[src/rtl/reorder_buffer.sv]
// ---------------------------------------------------------------------------
// reorder_buffer
//   In-order retirement queue for the Tomasulo core. Each issued instruction
//   gets a tag, which is its entry index. Results arrive on the CDB, and
//   entries commit to the regfile in program order, at most one per cycle.
//   If a committing branch was mispredicted, the buffer raises a one-cycle
//   clear pulse together with the redirect PC.
//
//   Optional feature macro: ROB_QUERY_EN
//     defined   : q1/q2 are combinational operand lookups into the buffer. A
//                 CDB write in the same cycle to the looked-up tag is
//                 forwarded to the lookup result.
//     undefined : q*_ready and q*_data are tied to 0, and q*_tag is unused.
//
// Ports
//   clk, rst            clock; asynchronous active-low reset
//   rdy                 global enable; when 0, all state and outputs hold
//   ID_alloc_valid      issue request
//   ID_reg_dest         destination register (0 = none)
//   ID_is_branch        entry is a conditional branch
//   ID_pred_taken       predicted branch direction
//   ROB_full            buffer holds ROB_DEPTH entries
//   ROB_free_tag        tag for the next allocation (the tail pointer)
//   CDB_valid/_tag/_data/_taken/_target   result broadcast
//   ROB_data_valid/_reg_dest/_tag/_data   registered commit to the regfile
//   clear, clear_pc     registered flush pulse and fetch redirect
//   q1_tag/q2_tag       operand lookup tags
//   q1_ready/q2_ready   looked-up entry is busy and its result is ready
//   q1_data/q2_data     looked-up entry value
// ---------------------------------------------------------------------------
module reorder_buffer #(
  parameter int ROB_DEPTH = 16,
  parameter int TAG_W     = 4,
  parameter int DATA_W    = 32,
  parameter int REG_W     = 5
) (
  input  logic              clk,
  input  logic              rst,
  input  logic              rdy,
  input  logic              ID_alloc_valid,
  input  logic [REG_W-1:0]  ID_reg_dest,
  input  logic              ID_is_branch,
  input  logic              ID_pred_taken,
  output logic              ROB_full,
  output logic [TAG_W-1:0]  ROB_free_tag,
  input  logic              CDB_valid,
  input  logic [TAG_W-1:0]  CDB_tag,
  input  logic [DATA_W-1:0] CDB_data,
  input  logic              CDB_taken,
  input  logic [DATA_W-1:0] CDB_target,
  output logic              ROB_data_valid,
  output logic [REG_W-1:0]  ROB_reg_dest,
  output logic [TAG_W-1:0]  ROB_tag,
  output logic [DATA_W-1:0] ROB_data,
  output logic              clear,
  output logic [DATA_W-1:0] clear_pc,
  input  logic [TAG_W-1:0]  q1_tag,
  input  logic [TAG_W-1:0]  q2_tag,
  output logic              q1_ready,
  output logic              q2_ready,
  output logic [DATA_W-1:0] q1_data,
  output logic [DATA_W-1:0] q2_data
);

  localparam logic [TAG_W:0] DEPTH_CNT = (TAG_W+1)'(ROB_DEPTH);

  logic [TAG_W-1:0]  head;
  logic [TAG_W-1:0]  tail;
  logic [TAG_W:0]    count;

  logic [ROB_DEPTH-1:0] busy;
  logic [ROB_DEPTH-1:0] ready;
  logic [ROB_DEPTH-1:0] is_branch;
  logic [ROB_DEPTH-1:0] pred_taken;
  logic [ROB_DEPTH-1:0] taken;
  logic [REG_W-1:0]     dest_q   [ROB_DEPTH];
  logic [DATA_W-1:0]    data_q   [ROB_DEPTH];
  logic [DATA_W-1:0]    target_q [ROB_DEPTH];

  logic alloc_go;
  logic cdb_go;
  logic commit_go;
  logic mispredict;

  assign ROB_full     = (count == DEPTH_CNT);
  assign ROB_free_tag = tail;

  // The cycle after a flush is dead: the registered clear is still high,
  // and the front end has not redirected yet.
  assign alloc_go   = rdy && ID_alloc_valid && !ROB_full && !clear;
  assign cdb_go     = rdy && CDB_valid && busy[CDB_tag] && !clear;
  assign commit_go  = rdy && !clear && (count != '0) && busy[head] && ready[head];
  assign mispredict = commit_go && is_branch[head] && (taken[head] != pred_taken[head]);

  always_ff @(posedge clk or negedge rst) begin
    if (!rst) begin
      head           <= '0;
      tail           <= '0;
      count          <= '0;
      busy           <= '0;
      ready          <= '0;
      is_branch      <= '0;
      pred_taken     <= '0;
      taken          <= '0;
      ROB_data_valid <= 1'b0;
      ROB_reg_dest   <= '0;
      ROB_tag        <= '0;
      ROB_data       <= '0;
      clear          <= 1'b0;
      clear_pc       <= '0;
      for (int i = 0; i < ROB_DEPTH; i++) begin
        dest_q[i]   <= '0;
        data_q[i]   <= '0;
        target_q[i] <= '0;
      end
    end else if (rdy) begin
      ROB_data_valid <= commit_go;
      clear          <= mispredict;
      if (commit_go) begin
        ROB_reg_dest <= dest_q[head];
        ROB_tag      <= head;
        ROB_data     <= data_q[head];
      end
      if (mispredict) begin
        clear_pc <= target_q[head];
      end

      if (cdb_go) begin
        ready[CDB_tag]    <= 1'b1;
        data_q[CDB_tag]   <= CDB_data;
        taken[CDB_tag]    <= CDB_taken;
        target_q[CDB_tag] <= CDB_target;
      end

      // The retire update comes after the CDB update. A late rebroadcast
      // to the head entry therefore cannot keep a retired entry alive.
      if (commit_go) begin
        busy[head]  <= 1'b0;
        ready[head] <= 1'b0;
        head        <= head + 1'b1;
      end

      if (alloc_go) begin
        busy[tail]       <= 1'b1;
        ready[tail]      <= 1'b0;
        dest_q[tail]     <= ID_reg_dest;
        is_branch[tail]  <= ID_is_branch;
        pred_taken[tail] <= ID_pred_taken;
        tail             <= tail + 1'b1;
      end

      count <= count + (TAG_W+1)'(alloc_go) - (TAG_W+1)'(commit_go);

      // A flush overrides everything above, including the alloc on this edge.
      if (mispredict) begin
        head  <= '0;
        tail  <= '0;
        count <= '0;
        busy  <= '0;
        ready <= '0;
      end
    end
  end

`ifdef ROB_QUERY_EN
  always_comb begin
    q1_ready = busy[q1_tag] && ready[q1_tag];
    q1_data  = data_q[q1_tag];
    q2_ready = busy[q2_tag] && ready[q2_tag];
    q2_data  = data_q[q2_tag];
    if (cdb_go && (CDB_tag == q1_tag)) begin
      q1_ready = 1'b1;
      q1_data  = CDB_data;
    end
    if (cdb_go && (CDB_tag == q2_tag)) begin
      q2_ready = 1'b1;
      q2_data  = CDB_data;
    end
  end
`else
  logic unused_q_tags;
  assign unused_q_tags = ^{q1_tag, q2_tag};
  assign q1_ready = 1'b0;
  assign q2_ready = 1'b0;
  assign q1_data  = '0;
  assign q2_data  = '0;
`endif

endmodule
[config.mk]
export PLATFORM = sky130hd
export DESIGN_NAME = reorder_buffer
export DESIGN_NICKNAME = d
export VERILOG_FILES = /design/src/rtl/reorder_buffer.sv
export SDC_FILE = /design/constraint.sdc
export NUM_CORES = 2
export LEC_CHECK = 0
export BUFFER_PORTS_ARGS = -buffer_cell sky130_fd_sc_hd__buf_2
export CAP_MARGIN = 20
export CORE_MARGIN = 4
export CORE_UTILIZATION = 25
export CTS_BUF_LIST = sky130_fd_sc_hd__clkbuf_4 sky130_fd_sc_hd__clkbuf_8
export CTS_CLUSTER_SIZE = 20
export DETAILED_ROUTE_END_ITERATION = 16
export MAX_ROUTING_LAYER = met4
export SLEW_MARGIN = 30
export SYNTH_ARGS = -nofsm -noshare
export SYNTH_HDL_FRONTEND = slang
export SYNTH_SLANG_ARGS = --single-unit
export TNS_END_PERCENT = 1
[constraint.sdc]
create_clock -name clk -period 10.6 [get_ports clk]
set_input_delay 0 -clock clk [delete_from_list [all_inputs] [get_ports clk]]
set_output_delay 0 -clock clk [all_outputs]
set_load 0.005 [all_outputs]
==> reports/results.tsv <==
stage	metric	value	unit
status	status	finished, final reports clean	
logic_synthesis	yosysWarnings	0	
timing	worst_slew_pin_slew	1.02	ns
place	gp_congestion	0.718	
layout	fillers	22700	
timing	min_period	4.94	ns
cts	htree_num_levels	4	
timing	tns	0	ns
global_routing	grtUsageTotal	13.9	%
setup_path	reg2reg_depth	14	
min_path	hp-start	CDB_target[18]	
routing	vias	34500	
logic_synthesis	synthMuxAreaShare	33.6	%
routing	wl_per_cell	21.5	µm
place	dp_slack	5.42	ns
cts	cts_buffers	204	
logic_synthesis	synth.distinct_cells	49	
run	drv_cap	0	
global_routing	grt_pass1_wl	244000	µm
routing	first_pass_iters	7	
layout	design_area	67600	µm²
logic_synthesis	synth_xor_area_share	0.107	%
cts	insertion_delay	0.95	ns
global_routing	grt_overflow_total	0	
place	dp_hpwl	86800	µm
logic_synthesis	async_flop_share	100	%
floorplan	die_h	487	µm
timing	layout_setup_ws	5.66	ns
logic_synthesis	ys_seq_area_share	55.5	%
cts	root_buffer	clkbuf_8	
timing	final-setup-viol-count	0	
cts	clock-sinks	1272	
global_routing	grt_max_degree	183	
floorplan	die-area	237000	µm²
timing	fmax	0.203	GHz
routing	drtAntennaViolNets	0	
floorplan	ios	235	
floorplan	die_width	487	µm
layout	regArea	31800	µm²
logic_synthesis	synth_area_per_cell	14.2	µm²
setup_path	worstSetupEndpointType	flop	
setup_path	start_kind	flop	
min_path	min_to	target_q[178]	
routing	drt_wl_total	161000	µm
setup_path	worstReg2RegEnd	count[3]	
power_and_ir_drop	vdd_drop_max	114	µV
place	numPortBuffers	160	
layout	post-route-util	29.7	%
min_path	hold_depth	3	
timing	min_period_over_period	46.6	%
min_path	hold_path.class	in2reg	
place	placedInstanceArea	61000	µm²
logic_synthesis	synth_edf_count	0	
cts	cts_tree	yes	
setup_path	arrival	5.77	ns
timing	slew_headroom	32.3	%
setup_path	crit_fanout	122	
cts	cts.clk_slew.worst_paths	0.06	ns
layout	multi_input_area	24000	µm²
cts	cts_setup_buffers	0	
setup_path	crit_required	11.43	ns
cts	clk_path_buf_depth	3	
logic_synthesis	synthSimpleGateAreaFrac	6.21	%
logic_synthesis	synth_cells	4026	
layout	fin_nets	4399	
layout	syn2layout_area_growth	17.9	%
floorplan	core_area	228000	µm²
routing	drc	0	
timing	slew_violations	0	
routing	via_per_inst	4.61	
routing	drtIter0Drc	2583	
logic_synthesis	synth_flop_cell	dfrtp_1	
layout	drive_above_1_share	43.5	%
timing	rsz0062_at_grt	false	
logic_synthesis	yosys_register_bits	1272	
floorplan	placementRows	175	
logic_synthesis	synth_fa_ha_area_share	0.341	%
global_routing	grt_pass1_vias	36900	
logic_synthesis	synth_top_family_by_area	multiplexers	
setup_path	r2r_slack	5.66	ns
logic_synthesis	synth_area	57300	µm²
setup_path	path_class	reg2reg	
power_and_ir_drop	power.density	196	nW/µm²
setup_path	rr_startpoint	head[1]	
global_routing	antenna_found_initial	33	
logic_synthesis	synth_compound_area_share	0.849	%
timing	hold_viol_final	0	
power_and_ir_drop	leakagePower	32.3	nW
floorplan	initial_core_util	25.2	%
timing	fin_skew	0.0849	ns
[cell families (layout without fill, tap and decap cells)]
kind of cell,Yosys count,in the layout
AOI/OAI and AO/OA,72,72
xor gates and xnor gates,7,7
adders and majority gates,15,15
buffers and inverters,419,777
DFF,1272,1272
muxes,1339,1339
other,1,85
and+or+nand+nor,901,901
[power breakdown]
group          internal, mW  leakage [nW]  switching, mW
sequential             5.71          17.1          0.474
combinational          1.35          12.8           1.02
clock                  2.62          2.42           2.05
[registers in the layout, summed over array words and instances (netlist names)]
name / cells
busy: 16
clear_pc: 32
ROB_reg_dest: 5
ready: 16
ROB_data: 32
head: 4
pred_taken: 16
target_q: 512
is_branch: 16
ROB_free_tag: 4
ROB_tag: 4
dest_q: 80
count: 5
data_q: 512
ROB_data_valid: 1
taken: 16
clear: 1
[synth_stat cells (all sizes together), types with 14 or more instances]
library cell / number / area [µm²]
nand2b: 15 / 93.8
clkbuf: 207 / 777
mux2: 970 / 10900
inv: 29 / 109
ha: 14 / 175
nand2: 817 / 3070
nand3: 18 / 90.1
nor2: 15 / 56.3
mux4: 368 / 8290
buf: 182 / 1050
a21oi: 17 / 85.1
dfrtp: 1272 / 31800
[worst max-delay path, cell delays in order, from the launching register on]
cell	delay, ns
dfrtp_4	0.98
buf_12	0.72
mux4_2	0.36
inv_1	0.04
a21boi_0	0.22
and3_4	0.63
ha_1	0.30
inv_1	0.05
ha_1	0.26
a21o_1	0.17
a21oi_1	0.17
xor2_1	0.16
nand2_1	0.08
o22ai_1	0.12
dlygate4sd3_1	0.56
[cell type report]
type,count,share of cell area [%]
inverter,30,0.189
clock inverter,39,0.783
multi-input combinational,2400,35.5
timing repair buffer,387,4.75
antenna,19,0.0704
clock buffer,321,6.02
tap,3009,5.57
sequential,1272,47.1
[per-stage QoR]
| stage | instances | power (mW) | hold slack, ns |
|---|---|---|---|
| finish | 7477 | 13.2 | 0.0892 |
| global route | 7476 | 13.9 | 0.0751 |
| CTS | 7455 | 13.4 | 0.000828 |
| detailed placement | 6916 | 8.58 | -0.00825 |
| global placement | 6914 | 8.46 | 0.198 |
| floorplan | 4091 | 7.90 | -0.296 |
[worst max path at each step]
stage / endpoint / depth (start not counted) / from
after floorplan: count[4] / 19 / head[0]
after global placement: clear_pc[16] / 6 / head[0]
after detailed placement: count[4] / 15 / head[2]
after CTS: count[4] / 15 / head[2]
after global routing: count[3] / 14 / head[1]
final: count[3] / 14 / head[1]
[metal layers]
layer | track usage (%) | vias to the layer above | routed length (µm)
met2 | 22.1 | 899 | 77600
met3 | 2.84 | 291 | 8410
met5 | - | - | 0
met4 | 3.73 | 0 | 3800
met1 | 18.1 | 18500 | 71200
li1 | - | 14800 | -
[repair_timing]
item / in CTS / in global routing
hold buffers: 179 / 0
endpoints found under the hold margin: 1520 / 0
gates resized for setup: 0 / 0
[layout by cell type (no fill, tap or decap), drive strengths merged, types with 15 or more instances in the layout]
| cell type | count |
|---|---|
| nand2 | 817 |
| buf | 209 |
| clkbuf | 321 |
| mux4 | 368 |
| clkinv | 20 |
| a21oi | 17 |
| nand3 | 18 |
| dfrtp | 1272 |
| inv | 38 |
| nor2 | 15 |
| nand2b | 15 |
| mux2 | 970 |
| conb | 66 |
| diode | 19 |
| dlygate4sd3 | 178 |
Note: power is estimated with default switching activity, not from simulation.
